<file path="src/rtl/au_dispatch.sv">
// ============================================================================
// Module   : au_dispatch
// Purpose  : Command FIFO and single-outstanding dispatcher for an arithmetic
//            unit (AU). Queues {R, S, I, op, tag}, issues one command at a
//            time with a start pulse, captures the result and holds it until
//            the consumer accepts it.
// Options  : AU_DISPATCH_TIMEOUT_EN - abort a command that the AU does not
//            complete within 128 WAIT cycles (result 0, out_err = 1).
// Revision : 1.0 - initial release
// ============================================================================
`default_nettype none

module au_dispatch #(
    parameter int W     = 24,   // sign-magnitude Q9.14 operand width
    parameter int FRAC  = 14,   // fraction bits (informational only)
    parameter int DEPTH = 4,    // command FIFO entries, power of two
    parameter int TAGW  = 4     // caller tag width
) (
    input  logic                     clk,
    input  logic                     rst,
    input  logic                     in_valid,
    output logic                     in_ready,
    input  logic [W-1:0]             in_r,
    input  logic [W-1:0]             in_s,
    input  logic [W-1:0]             in_i,
    input  logic [1:0]               in_op,
    input  logic [TAGW-1:0]          in_tag,
    output logic                     au_start,
    output logic [W-1:0]             au_R,
    output logic [W-1:0]             au_S,
    output logic [W-1:0]             au_I,
    output logic [1:0]               au_ctl_d,
    input  logic [W-1:0]             au_result,
    input  logic                     au_done,
    input  logic                     au_busy,
    output logic                     out_valid,
    input  logic                     out_ready,
    output logic [W-1:0]             out_result,
    output logic [TAGW-1:0]          out_tag,
    output logic [1:0]               out_op,
    output logic                     out_err,
    output logic [$clog2(DEPTH):0]   pending
);

    localparam int AW = $clog2(DEPTH);
    localparam int PW = AW + 1;
    localparam int EW = 3 * W + 2 + TAGW;

    // Reject parameter sets the pointer arithmetic cannot support.
    generate
        if (DEPTH < 2 || (DEPTH & (DEPTH - 1)) != 0 || FRAC < 0 || FRAC >= W) begin : g_param_chk
            $error("au_dispatch: DEPTH must be a power of two >= 2 and FRAC < W");
        end
    endgenerate

    typedef enum logic [1:0] {
        S_IDLE  = 2'd0,
        S_ISSUE = 2'd1,
        S_WAIT  = 2'd2,
        S_HOLD  = 2'd3
    } state_t;

    state_t           r_state;
    state_t           w_next;

    logic [EW-1:0]    r_mem [DEPTH];
    logic [AW-1:0]    r_wptr;
    logic [AW-1:0]    r_rptr;
    logic [PW-1:0]    r_pending;
    logic [W-1:0]     r_au_r, r_au_s, r_au_i;
    logic [1:0]       r_au_op;
    logic [TAGW-1:0]  r_cur_tag;
    logic [1:0]       r_cur_op;
    logic             r_out_valid;
    logic [W-1:0]     r_out_result;
    logic [TAGW-1:0]  r_out_tag;
    logic [1:0]       r_out_op;

    logic             w_full, w_empty, w_push, w_pop, w_done, w_tmo;
    logic [EW-1:0]    w_head;

    // A full FIFO never pushes, even when a pop happens on the same edge.
    assign w_full   = (r_pending == PW'(DEPTH));
    assign w_empty  = (r_pending == '0);
    assign w_push   = in_valid && !w_full;
    assign w_pop    = (r_state == S_IDLE) && !w_empty && !au_busy;
    assign w_head   = r_mem[r_rptr];
    assign w_done   = (r_state == S_WAIT) && au_done;

`ifdef AU_DISPATCH_TIMEOUT_EN
    logic [7:0] r_tmo_cnt;
    logic       r_err;

    assign w_tmo   = (r_state == S_WAIT) && !au_done && (r_tmo_cnt == 8'd127);
    assign out_err = r_err;

    // WAIT-cycle counter: cleared while issuing so it starts at 0 on WAIT entry.
    always_ff @(posedge clk or posedge rst) begin
        if (rst) begin
            r_tmo_cnt <= 8'd0;
        end else if (r_state == S_ISSUE) begin
            r_tmo_cnt <= 8'd0;
        end else if (r_state == S_WAIT) begin
            r_tmo_cnt <= r_tmo_cnt + 8'd1;
        end
    end

    // Error flag accompanies the result: set on timeout, cleared on a real completion.
    always_ff @(posedge clk or posedge rst) begin
        if (rst) begin
            r_err <= 1'b0;
        end else if (w_done) begin
            r_err <= 1'b0;
        end else if (w_tmo) begin
            r_err <= 1'b1;
        end
    end
`else
    assign w_tmo   = 1'b0;
    assign out_err = 1'b0;
`endif

    // FIFO storage; contents need no reset since pointers define validity.
    always_ff @(posedge clk) begin
        if (w_push) begin
            r_mem[r_wptr] <= {in_r, in_s, in_i, in_op, in_tag};
        end
    end

    // FIFO pointers and occupancy; pointers wrap naturally at DEPTH.
    always_ff @(posedge clk or posedge rst) begin
        if (rst) begin
            r_wptr    <= '0;
            r_rptr    <= '0;
            r_pending <= '0;
        end else begin
            if (w_push) r_wptr <= r_wptr + AW'(1);
            if (w_pop)  r_rptr <= r_rptr + AW'(1);
            case ({w_push, w_pop})
                2'b10:   r_pending <= r_pending + PW'(1);
                2'b01:   r_pending <= r_pending - PW'(1);
                default: r_pending <= r_pending;
            endcase
        end
    end

    // FSM state register.
    always_ff @(posedge clk or posedge rst) begin
        if (rst) r_state <= S_IDLE;
        else     r_state <= w_next;
    end

    // FSM next-state logic; au_done outside WAIT has no effect.
    always_comb begin
        w_next = r_state;
        case (r_state)
            S_IDLE:  if (w_pop)              w_next = S_ISSUE;
            S_ISSUE:                         w_next = S_WAIT;
            S_WAIT:  if (au_done || w_tmo)   w_next = S_HOLD;
            S_HOLD:  if (out_ready)          w_next = S_IDLE;
            default:                         w_next = S_IDLE;
        endcase
    end

    // Operand/command registers loaded from the FIFO head when it is popped.
    always_ff @(posedge clk or posedge rst) begin
        if (rst) begin
            r_au_r    <= '0;
            r_au_s    <= '0;
            r_au_i    <= '0;
            r_au_op   <= 2'b00;
            r_cur_tag <= '0;
            r_cur_op  <= 2'b00;
        end else if (w_pop) begin
            r_au_r    <= w_head[EW-1 -: W];
            r_au_s    <= w_head[EW-1-W -: W];
            r_au_i    <= w_head[EW-1-2*W -: W];
            r_au_op   <= w_head[TAGW+1 -: 2];
            r_cur_tag <= w_head[TAGW-1:0];
            r_cur_op  <= w_head[TAGW+1 -: 2];
        end
    end

    // Result capture on completion (or timeout) and release on acceptance.
    always_ff @(posedge clk or posedge rst) begin
        if (rst) begin
            r_out_valid  <= 1'b0;
            r_out_result <= '0;
            r_out_tag    <= '0;
            r_out_op     <= 2'b00;
        end else if (w_done || w_tmo) begin
            r_out_valid  <= 1'b1;
            r_out_result <= w_done ? au_result : '0;
            r_out_tag    <= r_cur_tag;
            r_out_op     <= r_cur_op;
        end else if ((r_state == S_HOLD) && out_ready) begin
            r_out_valid  <= 1'b0;
        end
    end

    assign in_ready   = !w_full;
    assign pending    = r_pending;
    assign au_start   = (r_state == S_ISSUE);
    assign au_R       = r_au_r;
    assign au_S       = r_au_s;
    assign au_I       = r_au_i;
    assign au_ctl_d   = r_au_op;
    assign out_valid  = r_out_valid;
    assign out_result = r_out_result;
    assign out_tag    = r_out_tag;
    assign out_op     = r_out_op;

endmodule

`default_nettype wire

</file>
<file path="config.mk">
export PLATFORM = sky130hd
export DESIGN_NAME = au_dispatch
export DESIGN_NICKNAME = d
export VERILOG_FILES = /design/src/rtl/au_dispatch.sv
export SDC_FILE = /design/constraint.sdc
export NUM_CORES = 1
export LEC_CHECK = 0
export BUFFER_PORTS_ARGS = -buffer_cell sky130_fd_sc_hd__buf_2
export CAP_MARGIN = 20
export CORE_MARGIN = 8
export CORE_UTILIZATION = 57
export CTS_BUF_LIST = sky130_fd_sc_hd__clkbuf_4
export DETAILED_ROUTE_END_ITERATION = 10
export PLACE_DENSITY = 0.83
export SYNTH_ARGS = -nofsm -noshare
export SYNTH_HDL_FRONTEND = slang
export SYNTH_SLANG_ARGS = --single-unit
</file>
<file path="constraint.sdc">
create_clock -name clk -period 5 [get_ports clk]
set_input_delay 1 -clock clk [delete_from_list [all_inputs] [get_ports clk]]
set_output_delay 1 -clock clk [all_outputs]
set_load 0.02 [all_outputs]
</file>
==> reports/metrics.json <==
{
  "skew": {"value": 0.03873, "unit": "ns"},
  "setup.worst_path.class": {"value": "reg2out"},
  "numCtsBuffers": {"value": 103},
  "via_per_inst": {"value": 5.311},
  "number_of_slew_limit_violations_in_the_final_report": {"value": 0},
  "compound_gate_portion_of_the_synthesized_area": {"value": 0.07009, "unit": "%"},
  "max_capacitance_violation_count": {"value": 0},
  "crit_fanout": {"value": 6},
  "clk_root_buffer_cell": {"value": "sky130_fd_sc_hd__clkbuf_4"},
  "drt-wirelength-per-cell": {"value": 21.25, "unit": "µm"},
  "post-route-drc-count": {"value": 0},
  "yosys-mux-area-fraction": {"value": 19.63, "unit": "%"},
  "cts.repair.resized": {"value": 0},
  "yosys.area_share.simple": {"value": 0.6931, "unit": "%"},
  "worst_min_path_class": {"value": "in2async"},
  "groute.usage.overall": {"value": 18.47, "unit": "%"},
  "totalWireLength": {"value": 31230, "unit": "µm"},
  "synth_nets": {"value": 816},
  "end_kind": {"value": "output pin"},
  "cp-start-kind": {"value": "register"},
  "syn-cell-area": {"value": 0.01607, "unit": "mm²"},
  "post_cts.repair.setup_buffers": {"value": 0},
  "synth-async-reset-ratio": {"value": 27.44, "unit": "%"},
  "post_synth_xor_xnor_area": {"value": 0.3271, "unit": "%"},
  "core-area": {"value": 0.02778, "unit": "mm²"},
  "design.die.area": {"value": 0.03382, "unit": "mm²"},
  "final_antenna_net_count": {"value": 0},
  "netlist.top_cell.by_area": {"value": "sky130_fd_sc_hd__edfxtp_1"},
  "clkSinkCount": {"value": 430},
  "place.detailed.hpwl": {"value": 19240, "unit": "µm"},
  "clock_tree_from_tritoncts": {"value": "yes"},
  "r2r_cells": {"value": 6},
  "die_y": {"value": 183.9, "unit": "µm"},
  "htree_levels": {"value": 3},
  "r2r_setup_slack": {"value": 2.19, "unit": "ns"},
  "port-buffer-count": {"value": 217},
  "worst_pin_slew": {"value": 1.015, "unit": "ns"},
  "synth_sequential_area_ratio": {"value": 76.69, "unit": "%"},
  "num_rows": {"value": 61},
  "antenna_found_initial": {"value": 7},
  "rsz0062_at_grt": {"value": "no"},
  "area_fraction_of_the_dominant_cell_type_after_synthesis": {"value": 58.31, "unit": "%"},
  "yosys-top-cells-area": {"value": "sky130_fd_sc_hd__edfxtp_1 58%, sky130_fd_sc_hd__dfrtp_1 18%, sky130_fd_sc_hd__mux4_2 11%"},
  "cts_buffer_depth": {"value": 3},
  "synth_ff_type": {"value": "sky130_fd_sc_hd__edfxtp_1"},
  "initial_utilization": {"value": 57.83, "unit": "%"},
  "cts_hold_repair.buffers": {"value": 0},
  "synth_top_family_by_area": {"value": "multiplexers"},
  "clkLatencyLatePin": {"value": 0.71, "unit": "ns"},
  "status": {"value": "finished clean"},
  "avg_inst_size_synth": {"value": 23.05, "unit": "µm²"},
  "synthToLayoutAreaGrowth": {"value": 18.18, "unit": "%"},
  "finalHoldViolations": {"value": 0},
  "maxClockFrequency": {"value": 0.3528, "unit": "GHz"},
  "post_synth_fa_ha_maj_area_fraction": {"value": 0.9034, "unit": "%"},
  "ios": {"value": 219},
  "die_width": {"value": 183.9, "unit": "µm"},
  "synth_top_cells_by_count": {"value": "312 x sky130_fd_sc_hd__edfxtp_1, 118 x sky130_fd_sc_hd__dfrtp_1, 78 x sky130_fd_sc_hd__mux4_2, 73 x sky130_fd_sc_hd__mux2_2, 37 x sky130_fd_sc_hd__mux2_4"},
  "detail_route.first_pass.iterations": {"value": 4},
  "detail_route.iter0.violations": {"value": 400},
  "arrival": {"value": 1.83, "unit": "ns"},
  "synth-edff-count": {"value": 312},
  "final.period_utilization": {"value": 56.69, "unit": "%"},
  "worst_hold_slack": {"value": 0.4717, "unit": "ns"},
  "fin_nets": {"value": 1118},
  "ys_seq_elements": {"value": 430},
  "fin_setup_tns": {"value": 0, "unit": "ns"},
  "grt_max_degree": {"value": 91},
  "synth_cells": {"value": 697},
  "yosys.cell_count.top_type": {"value": "sky130_fd_sc_hd__edfxtp_1"},
  "grt_first_pass_wirelength": {"value": 47440, "unit": "µm"},
  "timing.critical_path.required": {"value": 4.00, "unit": "ns"},
  "grt_pass1_vias": {"value": 8618},
  "yosys_warnings": {"value": 0},
  "maxSlewHeadroom": {"value": 32.34, "unit": "%"},
  "post_route_cells_drive_above_1_share": {"value": 54.55, "unit": "%"},
  "vias": {"value": 7807},
  "power_per_cell_area": {"value": 637.2, "unit": "mW/mm²"},
  "timing.rr.end": {"value": "au_S[6]"},
  "cellLeakagePower": {"value": 7.305, "unit": "nW"},
  "crit-reg2reg-launch": {"value": "r_state[0]"},
  "gp_routability_congestion": {"value": 0.7556},
  "clk_pin_slew_worst_paths": {"value": 0.06, "unit": "ns"},
  "gr-total-overflow": {"value": 0},
  "setup_viol": {"value": 0},
  "finalWorstPathRequiredPeriod": {"value": 2.834, "unit": "ns"},
  "synth.lib_cells_used.distinct": {"value": 28},
  "vdd.ir_drop.worst": {"value": 0.3024, "unit": "mV"}
}
[cells in the final DEF, fill, tap and decap left out, types with 3 or more instances in the layout]
cell                        instances
sky130_fd_sc_hd__and3_4             4
sky130_fd_sc_hd__buf_2            217
sky130_fd_sc_hd__buf_4             11
sky130_fd_sc_hd__bufinv_16          5
sky130_fd_sc_hd__clkbuf_4         160
sky130_fd_sc_hd__clkinv_1          27
sky130_fd_sc_hd__dfrtp_1          116
sky130_fd_sc_hd__diode_2            3
sky130_fd_sc_hd__edfxtp_1         312
sky130_fd_sc_hd__ha_1              10
sky130_fd_sc_hd__inv_1              8
sky130_fd_sc_hd__mux2_2            73
sky130_fd_sc_hd__mux2_4            37
sky130_fd_sc_hd__mux4_2            78
sky130_fd_sc_hd__nand2_1            4
sky130_fd_sc_hd__xor2_1             4
[worst max-delay path, cell delays in order (launching register included)]
cell,delay (ns)
sky130_fd_sc_hd__dfrtp_1,0.44
sky130_fd_sc_hd__or3b_1,0.49
sky130_fd_sc_hd__buf_2,0.20
[worst max path at each step]
stage,startpoint,to,slack [ns]
final,pending[0],in_ready,2.17
after global routing,pending[0],in_ready,2.04
after CTS,pending[0],in_ready,2.08
after detailed placement,au_busy,au_R[0],1.78
after global placement,au_busy,au_I[15],1.84
after floorplan,rst,au_I[0],0.87
[where the power goes]
| group | total [mW] | switching [mW] | internal, mW |
|---|---|---|---|
| combinational | 3.59 | 1.86 | 1.73 |
| clock | 3.04 | 1.33 | 1.72 |
| sequential | 5.47 | 0.556 | 4.91 |
| total | 12.1 | 3.74 | 8.36 |
[logic make-up (layout without fill, tap and decap cells)]
family	after synthesis	count (layout)
other cells	1	4
fa+ha+maj	11	11
mux	190	190
compound gates	1	1
simple gates	18	18
buf+inv	40	432
flops	430	430
xor+xnor	6	6
[metrics by stage]
| step | util (%) | power [mW] | setup WS (ns) | instance area [µm²] | std cells |
|---|---|---|---|---|---|
| 4_1_cts | 68.32 | 12.27 | 2.079 | 18980 | 1467 |
| 2_1_floorplan | - | 8.099 | 0.8709 | 16070 | 697 |
| 3_3_place_gp | 63.04 | 9.095 | 1.844 | 17510 | 1272 |
| 3_5_place_dp | 63.04 | 9.207 | 1.778 | 17510 | 1272 |
| 5_1_grt | 68.34 | 12.74 | 2.044 | 18990 | 1470 |
| 6_report | 68.34 | 12.10 | 2.166 | 18990 | 1470 |
[layout make-up]
cell class / count / area (µm²)
clock buffer: 160 / 1201
tap: 378 / 473.0
inverter: 9 / 38.79
timing repair buffer: 228 / 1169
multi-input combinational: 227 / 3503
sequential: 430 / 12330
antenna: 3 / 7.507
fill: 1844 / 8795
clock inverter: 35 / 265.3
[state kept, by name, summed over array words and instances, names as in the netlist]
register / flops
r_wptr: 2
out_op: 2
r_rptr: 2
pending: 3
r_state: 2
out_tag: 4
au_S: 24
au_I: 24
r_cur_op: 2
out_valid: 1
au_R: 24
r_cur_tag: 4
r_mem: 312
out_result: 24
[metal layers]
metal | part of all wire (%) | GRT usage (%)
met4 | 2.0 | 7.293
met3 | 7.8 | 5.316
met2 | 51 | 31.38
met1 | 39 | 22.09
met5 | 0.12 | 0
Note: power is estimated with default switching activity, not from simulation.
